### src/rtl/rgb_led_pwm_driver.sv
// RGB status driver for NUM_LEDS LEDs: maps game state/timer to solid, blink or sweep
// patterns, dimmed by a free-running PWM. All outputs are registered.
module rgb_led_pwm_driver #(
    parameter int NUM_LEDS    = 4,
    parameter int PWM_BITS    = 8,
    parameter int TIMER_W     = 7,
    parameter int BLINK_HALF  = 25000000,
    parameter int WARN_THRESH = 3
) (
    input  logic                clk,
    input  logic                rst_n,
    input  logic [2:0]          state,
    input  logic                timer_running,
    input  logic [TIMER_W-1:0]  timer,
    input  logic [PWM_BITS-1:0] brightness,
    output logic [NUM_LEDS-1:0] led_red,
    output logic [NUM_LEDS-1:0] led_green,
    output logic [NUM_LEDS-1:0] led_blue
);

    localparam int CNT_W = $clog2(BLINK_HALF);
    localparam int IDX_W = (NUM_LEDS > 1) ? $clog2(NUM_LEDS) : 1;

    typedef enum logic [1:0] {
        MODE_OFF,
        MODE_SOLID,
        MODE_BLINK,
        MODE_SWEEP
    } mode_e;

    // Colour is a {red, green, blue} channel set.
    localparam logic [2:0] COL_NONE   = 3'b000;
    localparam logic [2:0] COL_RED    = 3'b100;
    localparam logic [2:0] COL_GREEN  = 3'b010;
    localparam logic [2:0] COL_YELLOW = 3'b110;

    mode_e               sel_mode, mode_q;
    logic [2:0]          sel_colour, colour_q;
    logic [PWM_BITS-1:0] pwm_cnt;
    logic [CNT_W-1:0]    blink_cnt;
    logic                blink_on;
    logic [IDX_W-1:0]    sweep_idx;
    logic                pwm_on;
    logic                restart;
    logic                blink_wrap;
    logic [NUM_LEDS-1:0] led_mask;

    // NOTE: every variable driven in always_comb gets a default first, so no path leaves it unassigned (no latch).
    always_comb begin
        sel_mode   = MODE_OFF;
        sel_colour = COL_NONE;
        case (state)
            3'b001: begin
                if (timer_running) begin
                    if (timer > TIMER_W'(WARN_THRESH)) begin
                        sel_mode   = MODE_SOLID;
                        sel_colour = COL_YELLOW;
                    end else if (timer != '0) begin
                        sel_mode   = MODE_BLINK;
                        sel_colour = COL_YELLOW;
                    end else begin
                        sel_mode   = MODE_SOLID;
                        sel_colour = COL_GREEN;
                    end
                end
            end
            3'b011: begin
                sel_mode   = MODE_BLINK;
                sel_colour = COL_RED;
            end
            3'b101: begin
                sel_mode   = MODE_SWEEP;
                sel_colour = COL_GREEN;
            end
            default: ;
        endcase
    end

    assign restart    = (sel_mode != mode_q) || (sel_colour != colour_q);
    assign blink_wrap = (blink_cnt == CNT_W'(BLINK_HALF - 1));
    assign pwm_on     = (brightness == {PWM_BITS{1'b1}}) || (pwm_cnt < brightness);

    always_comb begin
        led_mask = '0;
        for (int i = 0; i < NUM_LEDS; i++) begin
            case (mode_q)
                MODE_SOLID: led_mask[i] = 1'b1;
                MODE_BLINK: led_mask[i] = blink_on;
                MODE_SWEEP: led_mask[i] = (sweep_idx == IDX_W'(i));
                default:    led_mask[i] = 1'b0;
            endcase
        end
    end

    // NOTE: sequential state uses non-blocking assignments so every register samples pre-edge values.
    always_ff @(posedge clk or negedge rst_n) begin
        if (!rst_n) begin
            mode_q    <= MODE_OFF;
            colour_q  <= COL_NONE;
            pwm_cnt   <= '0;
            blink_cnt <= '0;
            blink_on  <= 1'b1;
            sweep_idx <= '0;
            led_red   <= '0;
            led_green <= '0;
            led_blue  <= '0;
        end else begin
            mode_q   <= sel_mode;
            colour_q <= sel_colour;
            pwm_cnt  <= pwm_cnt + 1'b1;

            // A new pattern always begins lit at LED 0, overriding a coincident wrap.
            if (restart) begin
                blink_cnt <= '0;
                blink_on  <= 1'b1;
                sweep_idx <= '0;
            end else if (blink_wrap) begin
                blink_cnt <= '0;
                blink_on  <= ~blink_on;
                sweep_idx <= (sweep_idx == IDX_W'(NUM_LEDS - 1)) ? '0 : sweep_idx + 1'b1;
            end else begin
                blink_cnt <= blink_cnt + 1'b1;
            end

            led_red   <= led_mask & {NUM_LEDS{pwm_on & colour_q[2]}};
            led_green <= led_mask & {NUM_LEDS{pwm_on & colour_q[1]}};
            led_blue  <= led_mask & {NUM_LEDS{pwm_on & colour_q[0]}};
        end
    end

endmodule

### config.mk
export PLATFORM = sky130hd
export DESIGN_NAME = rgb_led_pwm_driver
export DESIGN_NICKNAME = d
export VERILOG_FILES = /design/src/rtl/rgb_led_pwm_driver.sv
export SDC_FILE = /design/constraint.sdc
export NUM_CORES = 1
export LEC_CHECK = 0
export BUFFER_PORTS_ARGS = -buffer_cell sky130_fd_sc_hd__buf_2
export CORE_MARGIN = 2
export CORE_UTILIZATION = 45
export CTS_CLUSTER_DIAMETER = 80
export CTS_CLUSTER_SIZE = 30
export DETAILED_ROUTE_END_ITERATION = 10
export GPL_ROUTABILITY_DRIVEN = 0
export PLACE_DENSITY = 0.66
export SLEW_MARGIN = 20
export SYNTH_ARGS = -nofsm -noshare
export SYNTH_HDL_FRONTEND = slang
export SYNTH_SLANG_ARGS = --single-unit
export TNS_END_PERCENT = 50
### constraint.sdc
create_clock -name clk -period 4.9 [get_ports clk]
set_input_delay 0.49 -clock clk [delete_from_list [all_inputs] [get_ports clk]]
set_output_delay 0.49 -clock clk [all_outputs]
set_load 0.02 [all_outputs]
## Yosys cells after proc, flatten, opt, wreduce, memory -nomap -nowiden

Index checks and enable logic that the tools add are counted.

- Register bits after elaboration: 53
- Word-level logic and storage cells: 58
- Output and inout port bits: 12
- Bits of input ports: 21

- Reduce and logical (&&, ||, !) cells: 5
- Bitwise operators: 7
- Magnitude comparators: 2
- Add/sub/neg operators: 3
- Multiplexer cells: 19
- Equal/unequal tests: 13

Operator list:

| cell | count |
|---|---|
| $mux 25 | 2 |
| $add 25x1->25 const B | 1 |
| $eq 25x25->1 const B | 1 |
| $and 4x4->4 | 3 |
| $mux 2 | 6 |
| $pmux 1 s3 | 4 |
| $mux 3 | 3 |
| $pmux 3 s3 | 1 |
| $add 8x1->8 const B | 1 |
| $eq 2x2->1 const B | 4 |
| $eq 8x8->1 const B | 1 |
| $lt 8x8->1 | 1 |
| $gt 7x2->1 const B | 1 |
| $reduce_bool 7->1 | 1 |
| $pmux 2 s3 | 1 |
| $eq 2x1->1 const B | 2 |
| $and 1x1->1 | 3 |
| $eq 3x1->1 const B | 1 |
| $eq 3x2->1 const B | 1 |
| $eq 3x3->1 const B | 1 |
| $ne 3x3->1 | 1 |
| $add 2x1->2 const B | 1 |
| $logic_not 2->1 | 1 |
| $logic_or 1x1->1 | 2 |
| other kinds (4) | 5 |

## Logic depth before layout (Yosys ltp)

Gate-level depths: netlist of the first run.

- Depth after elaboration: 8
- Mapped depth: 8

## Least setup slack after synthesis of the first run

No wires, ideal clock.

- Kind: input port to flip-flop
- Start point: in state[2]
- End point: reg blink_on
- Data arrival time: 1.925 ns
- Cell stages on the path: 6
- Setup time: 0.088 ns
- Required time: 4.812 ns
- Path slack: 2.887 ns
- Cells stage by stage: buf_6 -> nand2b_4 -> or4_1 -> mux2i_2 -> nor2_1 -> or3_1

- Word-level cells in the longest chain between the ends: 5
- Elaborated cells on any way between the ends: 10

RTL lines:

| element | RTL line | RTL |
|---|---|---|
| start: declaration | 12 | `input logic [2:0] state,` |
| $eq 3x3->1 (tied with other cells) | 52 | `case (state)` |
| $pmux 3 s3 or $pmux 2 s3 (tied branches) | 52 |  |
| $ne 3x3->1 or $ne 2x2->1 (tied branches) | 79 | `assign restart = (sel_mode != mode_q) \|\| (sel_colour != colour_q);` |
| $logic_or 1x1->1 * | 79 |  |
| $mux 1 or $reduce_bool 2->1 (tied branches) | -- |  |
| end signal: assignment | 119 | `blink_on <= ~blink_on;` |
| end: declaration | 41 | `logic blink_on;` |

Every way passes the cells marked *; elsewhere a longest branch is shown, timed or not.
A chain may end at the register's enable or synchronous reset.

## Final worst setup path of the first run

- Start point: reg blink_cnt[0]
- End point: reg blink_cnt[5]

- Word-level cells in the longest chain between the ends: 3
- Elaborated cells on any way between the ends: 4

RTL lines:

| element | RTL line | RTL |
|---|---|---|
| start: declaration | 40 | `logic [CNT_W-1:0] blink_cnt;` |
| start signal: assignment | 122 | `blink_cnt <= blink_cnt + 1'b1;` |
| $add 25x1->25 or $eq 25x25->1 (tied branches) | 122, 80 |  |
| $mux 25 * | 117 | `end else if (blink_wrap) begin` |
| $mux 25 * | 113 | `if (restart) begin` |

Marks and branches as above.

==> results.md, run 1 <==
* Vias post-DR at 2052
* Die ar. at 6810 µm²
* Die outline height at 82.5 µm
* Die X at 82.5 µm
* Leakage at 1.32 nW
* # hold bufs at CTS at 0
* Post-Synth Adder-Cell Area at 5.86%
* Core area at 5960 µm²
* Fin Setup TNS at 0 ns
* Critical Path Sink Type: flop
* Area growth syn-to-layout at 8.30%
* Vias in the first global route at 1935
* Post-synthesis mux area share at 2.34%
* Register area share after synthesis at 43.3%
* Largest net degree at the start of global routing at 49
* Top library cells by usage in the layout, fill and taps aside: dfrtp_1, nor3_1, buf_2
* Post-synth top area share at 42.4%
* Worst Hold Class: primary input to asynchronous set/reset pin
* Layout cells sized above 1 at 17.0%
* I/O pin count at 33
* Yosys warns at 0
* Post-synth EDFFs at 0
* CTS Sinks at 48
* H-tree depth at 2
* DP Wirelength at 3.67 mm
* CTS tree: built
* Most common cell after layout, fill and taps aside: dfrtp_1
* CP startpoint kind: flop
* Final period util at 43.6%
* First-pass GRT wire length at 8.50 mm
* Largest family of logic cells by synthesized area: simple AND/OR/NAND/NOR gates
* Least-Margin Pin Slew at 0.929 ns
* DR pass1 iterations at 4
* Fin crit period at 2.14 ns
* Root Buffer: clkbuf_8
* Initial DRC Count at 100
* Post-synthesis xor/xnor area fraction at 9.47%
* Num rows at 28
* Synth Instances at 281
* Clk buf depth at 2
* DRC violations left at 0
* Port bufs at 28
* Initial core utilization at 46.6%
* Syn_area_per_cell at 9.88 µm²
* # nets final at 339
* Ant diodes at 0
* CP Class: flop to flop
* Top_reg_cell synth: dfrtp_1
* Latest clock arrival within the worst-skew pair at 0.30 ns
* Slew margin rel. at 38.1%
* CTS buffer count at 5
* Synth Area in Compound Gates at 7.35%
* Leading area contributor after synthesis: dfrtp_1
* Post-route cell area at 3010 µm²
* Cts repair resizes at 0
* Initial antenna violation count at 0
* Ranking of synthesized cells by area: dfrtp_1, ha_1, xnor2_1
* Worst EP arrival at 2.28 ns
* GRT Total Usage at 16.0%
* Post-CTS Setup Bufs at 0
* DP Area at 2920 µm²
* Worst VDD drop at 120 µV
* Power per standard cell area at 239 nW/µm²
* Fmax at 468 MHz
* Final hold violations at 0
* Yosys cell types at 50
* Max Slew Vio Count at 0
* Post-Route WL at 5.02 mm
* #FFs+latches synth at 48
* WL/cell at 13.2 µm
* Simple-gate share of the synthesized area at 25.7%
* Vias per inst at 5.39
* Status: completed
* RSZ-0062 raised after global routing: no
* Largest fanout on the critical path at 16
* Total gr overflow at 0
* CTS clk-pin slew, worst paths at 0.09 ns
* Critical Path RT at 5.04 ns
* Max Clock Skew at 0.0105 ns
* Final ANT Viol Nets at 0
* Final setup fails at 0
* Max-cap violations at 0
* Synth Cell Area at 2780 µm²
* Ys async rst share at 100%
==> area by class of cell <==
| type | instances | area [µm²] |
|---|---|---|
| fillers | 581 | 2950 |
| multi-input cells | 207 | 1420 |
| flip-flops and latches | 48 | 1200 |
| repair buffers | 29 | 148 |
| well taps | 75 | 93.8 |
| clock buffers | 5 | 68.8 |
| inverters | 14 | 52.6 |
| clock inverters | 3 | 18.8 |
==> routing by layer <==
layer	vias up	wire length, µm	part of all wire [%]	global-route usage [%]
met3	4	138	2.7	2.61
li1	1020	-	-	-
met1	997	2410	48	20.9
met2	31	2420	48	27.3
met5	-	0	0	0
met4	0	53	1.1	4.43
==> path summary, 6_finish.rpt <==
check	from	endpoint	slack, ns	cells after the start
worst min-delay path	rst_n	pwm_cnt[3]	0.27	2
min in group clk	state[0]	mode_q[1]	0.45	3
worst max register to register	blink_cnt[0]	blink_cnt[5]	2.76	6
worst max-delay path	blink_cnt[0]	blink_cnt[5]	2.76	6
max in group asynchronous	rst_n	blink_cnt[21]	4.22	2
worst min register to register	pwm_cnt[7]	pwm_cnt[7]	0.47	1
==> registers in the layout, summed over array words and instances, names as in the netlist <==
signal / flops
blink_on: 1
mode_q: 2
led_green: 4
pwm_cnt: 8
colour_q: 2
led_red: 4
sweep_idx: 2
blink_cnt: 25
==> synthesized netlist by cell type (all sizes together), types with 2 or more instances <==
library cell	count
dfrtp	47
nor3	31
nand2	22
nor2	17
xnor2	17
nand3	15
inv	14
ha	13
xor2	13
a21oi	12
buf	12
nand4	10
nor4	6
o21a	6
mux2i	5
nor2b	4
a21o	3
and3	3
clkbuf	3
nand2b	3
or4	3
a211o	2
nand4b	2
o22ai	2
or2	2
==> report_power, final <==
group	internal (mW)	total, mW	switching, mW	leakage, nW
Clock	0.0997	0.233	0.134	0.0479
Sequential	0.401	0.407	0.00535	0.646
Combinational	0.0256	0.0796	0.0540	0.630
Total	0.526	0.720	0.193	1.32
==> metrics by stage <==
stage          setup WS, ns  power (mW)  utilization (%)  std cells  hold slack, ns
2_1_floorplan          2.89       0.474                -        284           0.194
3_3_place_gp           2.50       0.493             49.0        373           0.474
3_5_place_dp           2.44       0.496             49.0        373           0.470
4_1_cts                2.73       0.727             50.5        381           0.296
5_1_grt                2.63       0.753             50.5        381           0.322
6_report               2.76       0.720             50.5        381           0.266
==> cell families (layout without fill, tap and decap cells) <==
kind of cell / after synthesis / after routing
other: 1 / 4
xor gates and xnor gates: 30 / 30
and+or+nand+nor: 124 / 124
adders and majority gates: 13 / 13
AOI/OAI and AO/OA: 30 / 30
muxes: 6 / 6
DFF: 48 / 48
buffers and inverters: 29 / 51
==> critical path, stage by stage (launching register included) <==
cell and delay [ns]:
dfrtp_1 0.40, ha_1 0.23, inv_1 0.07, or2_1 0.35, nor4_4 0.50, o21bai_4 0.33, nor3_1 0.10
Note: power is estimated with default switching activity, not from simulation.
==> run 2, diff against run 1 <==
==> constraint.sdc (replaced) <==
create_clock -name clk -period 2.2 [get_ports clk]
set_input_delay 0.22 -clock clk [delete_from_list [all_inputs] [get_ports clk]]
set_output_delay 0.22 -clock clk [all_outputs]
set_load 0.02 [all_outputs]
==> results.md, run 2 (synthesis results as in run 1) <==
* Status: finished, violations left
* Violated checks: negative hold slack
* Worst EP arrival at 2.16 ns (-0.12 ns)
* First-pass GRT wire length at 8.90 mm (+4.7%)
* Vias in the first global route at 2002 (+3.5%)
* Max Slew Vio Count at 0 (unchanged)
* Area growth syn-to-layout at 11.0%
* Max Clock Skew at 0.00948 ns (-0.00101 ns)
* Register area at 1200 µm² (unchanged)
* Critical Path RT at 2.38 ns (-2.66 ns)
* Top reg by flops: blink_cnt
* Largest net degree at the start of global routing at 37 (-24%)
* Layout cells sized above 1 at 18.8% (+1.9 points)
* Area of the multi-input gates at 1420 µm² (unchanged)
* Core area at 5960 µm² (unchanged)
* FF-to-FF path depth at 6 (unchanged)
* Port bufs at 28 (unchanged)
* R2r setup slk at 0.21 ns (-2.55 ns)
* I/O pin count at 33 (unchanged)
* Worst VDD drop at 255 µV (+110%)
* GRT Total Usage at 17.1% (+1.1 points)
* Fin Setup TNS at 0 ns (unchanged)
* Leakage at 1.36 nW (+3.0%)
* Final period util at 90.3% (+47 points)
* Top Usage Layer GRT: met2
* Final ANT Viol Nets at 0 (unchanged)
* DP Wirelength at 3.85 mm (+5.0%)
* Crit Reg-Reg Startpoint: blink_cnt[0]
* Most common cell after layout, fill and taps aside: dfrtp_1
* Fmax at 503 MHz (+7.5%)
* Placement Setup Slack at 0.218 ns (-2.22 ns)
* Vias per inst at 5.41 (+0.49%)
* Die X at 82.5 µm (unchanged)
* Die outline height at 82.5 µm (unchanged)
* Worst Hold Class: primary input to asynchronous set/reset pin
* CTS tree: built
* Post-Layout Cell Count at 388 (+1.8%)
* H-tree depth at 2 (unchanged)
* Initial DRC Count at 147 (+47%)
* DRC violations left at 0 (unchanged)
* Clk buf depth at 2 (unchanged)
* Hold WS at -0.00849 ns (-0.275 ns)
* CTS clk-pin slew, worst paths at 0.09 ns (about the same)
* # hold bufs at CTS at 0 (unchanged)
* # nets final at 346 (+2.1%)
* Latest clock arrival within the worst-skew pair at 0.30 ns (about the same)
* Max-cap violations at 0 (unchanged)
* Max reg flops at 25 (unchanged)
* Placed cells at 380 (+1.9%)
* CTS Sinks at 48 (unchanged)
* Initial core utilization at 46.6% (unchanged)
* CP startpoint kind: flop
* Post-CTS Setup Bufs at 0 (unchanged)
* Critical Path Sink Type: flop
* Cts repair resizes at 0 (unchanged)
* Total gr overflow at 0 (unchanged)
* WL/cell at 13.7 µm (+3.6%)
* Largest fanout on the critical path at 16 (unchanged)
* Largest regs: blink_cnt: 25 flops, pwm_cnt: 8 flops
* Top library cells by usage in the layout, fill and taps aside: dfrtp_1, nor3_1, buf_2
* GR Util met1 at 22.7% (+1.8 points)
* Post-Route WL at 5.30 mm (+5.5%)
* Power per standard cell area at 563 nW/µm² (+140%)
* DR pass1 iterations at 4 (unchanged)
* Met2 global-route usage at 27.9% (+0.56 points)
* Fin crit period at 1.99 ns (-0.149 ns)
* M3 GR Usage at 2.83% (+0.22 points)
* Least-Margin Pin Slew at 0.807 ns (-0.122 ns)
* RSZ-0062 raised after global routing: no
* Root Buffer: clkbuf_8
* Num rows at 28 (unchanged)
* Ant diodes at 0 (unchanged)
* Vias post-DR at 2100 (+2.3%)
* CP Class: flop to flop
* Final worst slack at 0.213 ns (-2.55 ns)
* Initial antenna violation count at 0 (unchanged)
* CTS buffer count at 5 (unchanged)
* Final hold violations at 3 (+3)
* FF-to-FF End: blink_cnt[11]
* Die ar. at 6810 µm² (unchanged)
* Final setup fails at 0 (unchanged)
* Fill cell count at 565 (-2.8%)
* Slew margin rel. at 46.2% (+8.1 points)
## run 2: per-stage QoR
| stage | instance area, µm² | hold slack [ns] | power (mW) | util, % |
|---|---|---|---|---|
| CTS | 3080 | 0.0313 | 1.75 | 51.7 |
| detailed placement | 2970 | 0.369 | 1.12 | 49.9 |
| global placement | 2970 | 0.360 | 1.11 | 49.9 |
| finish | 3080 | -0.00849 | 1.74 | 51.7 |
| global route | 3080 | 0.0600 | 1.80 | 51.7 |
| floorplan | 2790 | -0.0756 | 1.06 | - |
## run 2: worst max-delay path by stage
stage	cells past startpoint	end	from	slack, ns
after detailed placement	5	blink_cnt[11]	blink_cnt[17]	0.22
final	6	blink_cnt[11]	blink_cnt[0]	0.21
after CTS	5	blink_cnt[11]	blink_cnt[17]	0.19
after floorplan	8	blink_cnt[14]	blink_cnt[0]	0.31
after global routing	6	blink_cnt[20]	blink_cnt[0]	0.08
after global placement	5	blink_cnt[3]	blink_cnt[17]	0.24
## run 2: power breakdown
part	switching, mW	leakage (nW)	internal [mW]
Sequential	0.0120	0.646	0.894
Clock	0.302	0.0541	0.337
Combinational	0.124	0.663	0.0684
## run 2: layout make-up
cell class                      count  share of cell area [%]
Clock buffer                        5                    2.23
Clock inverter                      3                    1.38
Inverter                           14                    1.71
Multi-Input combinational cell    207                    46.1
Sequential cell                    48                    39.0
Tap cell                           75                    3.05
Timing Repair Buffer               36                    6.50
## run 2: critical path, cell delays in order, from the launching register on
cell and delay [ns]:
dfrtp_1 0.40, ha_1 0.24, inv_1 0.07, or2_1 0.28, nor4_4 0.44, o21bai_4 0.33, nor3_1 0.11
## run 2: metal layers
metal / share of wire, % / up-vias
met5: 0 / -
met4: 1.8 / 0
met3: 2.9 / 8
met2: 47 / 36
met1: 48 / 1020
li1: - / 1036
==> run 3, diff against run 2 <==
--- a/config.mk
+++ b/config.mk
@@ -12,7 +12,6 @@
 export CTS_CLUSTER_SIZE = 30
 export DETAILED_ROUTE_END_ITERATION = 10
 export GPL_ROUTABILITY_DRIVEN = 0
-export PLACE_DENSITY = 0.66
 export SLEW_MARGIN = 20
 export SYNTH_ARGS = -nofsm -noshare
 export SYNTH_HDL_FRONTEND = slang
==> constraint.sdc (replaced) <==
create_clock -name clk -period 2.2 [get_ports clk]
set_input_delay 0.22 -clock clk [delete_from_list [all_inputs] [get_ports clk]]
set_output_delay 0.22 -clock clk [all_outputs]
set_load 0.05 [all_outputs]
==> results.md, run 3 (synthesis results as in run 1) <==
* Post-route cell area at 3110 µm² (+0.81%)
* Power Total at 1.85 mW (+6.7%)
* # nets final at 345 (-0.29%)
* Final worst slack at 0.236 ns (+0.0238 ns)
* Max Clock Skew at 0.00615 ns (-0.00333 ns)
* Die X at 82.5 µm (unchanged)
* Latest clock arrival within the worst-skew pair at 0.30 ns (about the same)
* Final setup fails at 0 (unchanged)
* Core area at 5960 µm² (unchanged)
* Initial antenna violation count at 0 (unchanged)
* I/O pin count at 33 (unchanged)
* First-pass GRT wire length at 8.78 mm (-1.3%)
* Critical Path RT at 2.37 ns (about the same)
* Max reg flops at 25 (unchanged)
* Most common cell after layout, fill and taps aside: dfrtp_1
* FF-to-FF path depth at 6 (unchanged)
* Start point of the worst hold path: state[0]
* Fin crit period at 1.96 ns (-0.0238 ns)
* DP Wirelength at 3.78 mm (-1.7%)
* Max Slew Vio Count at 0 (unchanged)
* Largest regs: blink_cnt: 25 flops, pwm_cnt: 8 flops
* Power per standard cell area at 596 nW/µm² (+5.9%)
* Largest net degree at the start of global routing at 27 (-27%)
* Share of power burned in registers at 48.9% (-3.3 points)
* R2r setup slk at 0.24 ns (+0.02 ns)
* Area growth syn-to-layout at 11.9%
* DRC violations left at 0 (unchanged)
* DR pass1 iterations at 4 (unchanged)
* CTS buffer count at 5 (unchanged)
* Final period util at 89.3% (-1.1 points)
* CP startpoint kind: flop
* Met1 WL at 2.57 mm (+0.16%)
* Max-cap violations at 0 (unchanged)
* Vias post-DR at 2032 (-3.2%)
* Vias in the first global route at 1907 (-4.7%)
* Sw frac at 23.9% (-1.3 points)
* Post-CTS Setup Bufs at 0 (unchanged)
* Die outline height at 82.5 µm (unchanged)
* Leakage at 1.37 nW (+0.68%)
* Vias per inst at 5.26 (-2.7%)
* Layout cells sized above 1 at 18.0% (-0.84 points)
* Top library cells by usage in the layout, fill and taps aside: dfrtp_1, nor3_1, buf_2
* CTS clk-pin slew, worst paths at 0.08 ns (about the same)
* FF-to-FF End: blink_cnt[18]
* Worst setup path start: blink_cnt[0]
* Logic pwr share at 11.4% (+0.3 points)
* Met2 WL at 2.27 mm (-8.9%)
* Fill cell count at 583 (+3.2%)
* Final hold violations at 0 (-3)
* WL/cell at 13.2 µm (-3.6%)
* Largest fanout on the critical path at 16 (unchanged)
* Die ar. at 6810 µm² (unchanged)
* Fmax at 509 MHz (+1.2%)
* Num rows at 28 (unchanged)
* GRT Total Usage at 17.0% (-0.082 points)
* Worst Hold Class: primary input to flop
* CP Class: flop to flop
* Int Power at 1.41 mW (+8.5%)
* Fin Setup TNS at 0 ns (unchanged)
* Worst VDD drop at 229 µV (-10%)
* Final ANT Viol Nets at 0 (unchanged)
* Critical Path Sink: blink_cnt[18]
* Slew margin rel. at 59.4% (+13 points)
* Initial core utilization at 46.6% (unchanged)
* P_sw at 444 µW (+1.4%)
* Top reg by flops: blink_cnt
* Top layer in use: met4
* Clk buf depth at 2 (unchanged)
* Port bufs at 28 (unchanged)
* Critical Path Sink Type: flop
* Initial DRC Count at 105 (-29%)
* H-tree depth at 2 (unchanged)
* Clock network power share at 39.7% (+2.9 points)
* Root Buffer: clkbuf_8
* Total gr overflow at 0 (unchanged)
* Ant diodes at 0 (unchanged)
* Post-Route WL at 5.08 mm (-4.1%)
* DP Area at 2970 µm² (about the same)
* Status: completed
* Cts repair resizes at 0 (unchanged)
* CTS tree: built
* Placement Setup Slack at 0.215 ns (-0.00215 ns)
* CTS Sinks at 48 (unchanged)
* Worst EP arrival at 2.13 ns (-0.03 ns)
* RSZ-0062 raised after global routing: no
* Hold WS at 0.199 ns (+0.208 ns)
* Met3 wire len at 164 µm (+7.9%)
* Crit Reg-Reg Startpoint: blink_cnt[0]
* Least-Margin Pin Slew at 0.608 ns (-0.199 ns)
-- run 3: worst min path at each step --
| stage | endpoint | cells past startpoint |
|---|---|---|
| 2_1_floorplan | blink_cnt[0] | 0 |
| 3_3_place_gp | pwm_cnt[0] | 1 |
| 3_5_place_dp | pwm_cnt[0] | 1 |
| 4_1_cts | mode_q[1] | 3 |
| 5_1_grt | mode_q[1] | 3 |
| 6_report | mode_q[1] | 3 |
-- run 3: power by group through the flow --
stage / registers [mW] / clock network (mW) / logic [mW]
2_1_floorplan: 0.938 / 0 / 0.139
3_3_place_gp: 0.923 / 0 / 0.213
3_5_place_dp: 0.923 / 0 / 0.215
4_1_cts: 0.906 / 0.758 / 0.216
5_1_grt: 0.908 / 0.794 / 0.239
6_report: 0.906 / 0.736 / 0.212
-- run 3: layout make-up --
class | count | area, µm² | share of cell area, %
tap | 75 | 93.8 | 3.02
clock inverter | 2 | 60.1 | 1.93
timing repair buffer | 35 | 208 | 6.69
sequential | 48 | 1200 | 38.7
clock buffer | 5 | 68.8 | 2.22
inverter | 14 | 52.6 | 1.69
multi-input combinational | 207 | 1420 | 45.8
-- run 3: routing by layer --
metal | vias up | global-route usage [%]
li1 | 1032 | -
met1 | 959 | 23.2
met2 | 36 | 26.9
met3 | 5 | 3.59
met4 | 0 | 5.90
met5 | - | 0
-- run 3: worst max-delay path, cell delays in order (launching register included) --
cell and delay (ns):
dfrtp_1 0.39, ha_1 0.22, inv_1 0.07, or2_1 0.27
nor4_4 0.45, o21bai_4 0.32, nor3_1 0.11
-- run 3: per-stage QoR --
stage | instances | utilization (%)
CTS | 386 | 52.2
finish | 386 | 52.2
detailed placement | 378 | 49.8
floorplan | 284 | -
global placement | 378 | 49.8
global route | 386 | 52.2
-- run 3: timing repair --
action,in CTS,in global routing
hold buffers,1,0
hold endpoints to repair,24,0
setup endpoints to repair,0,6
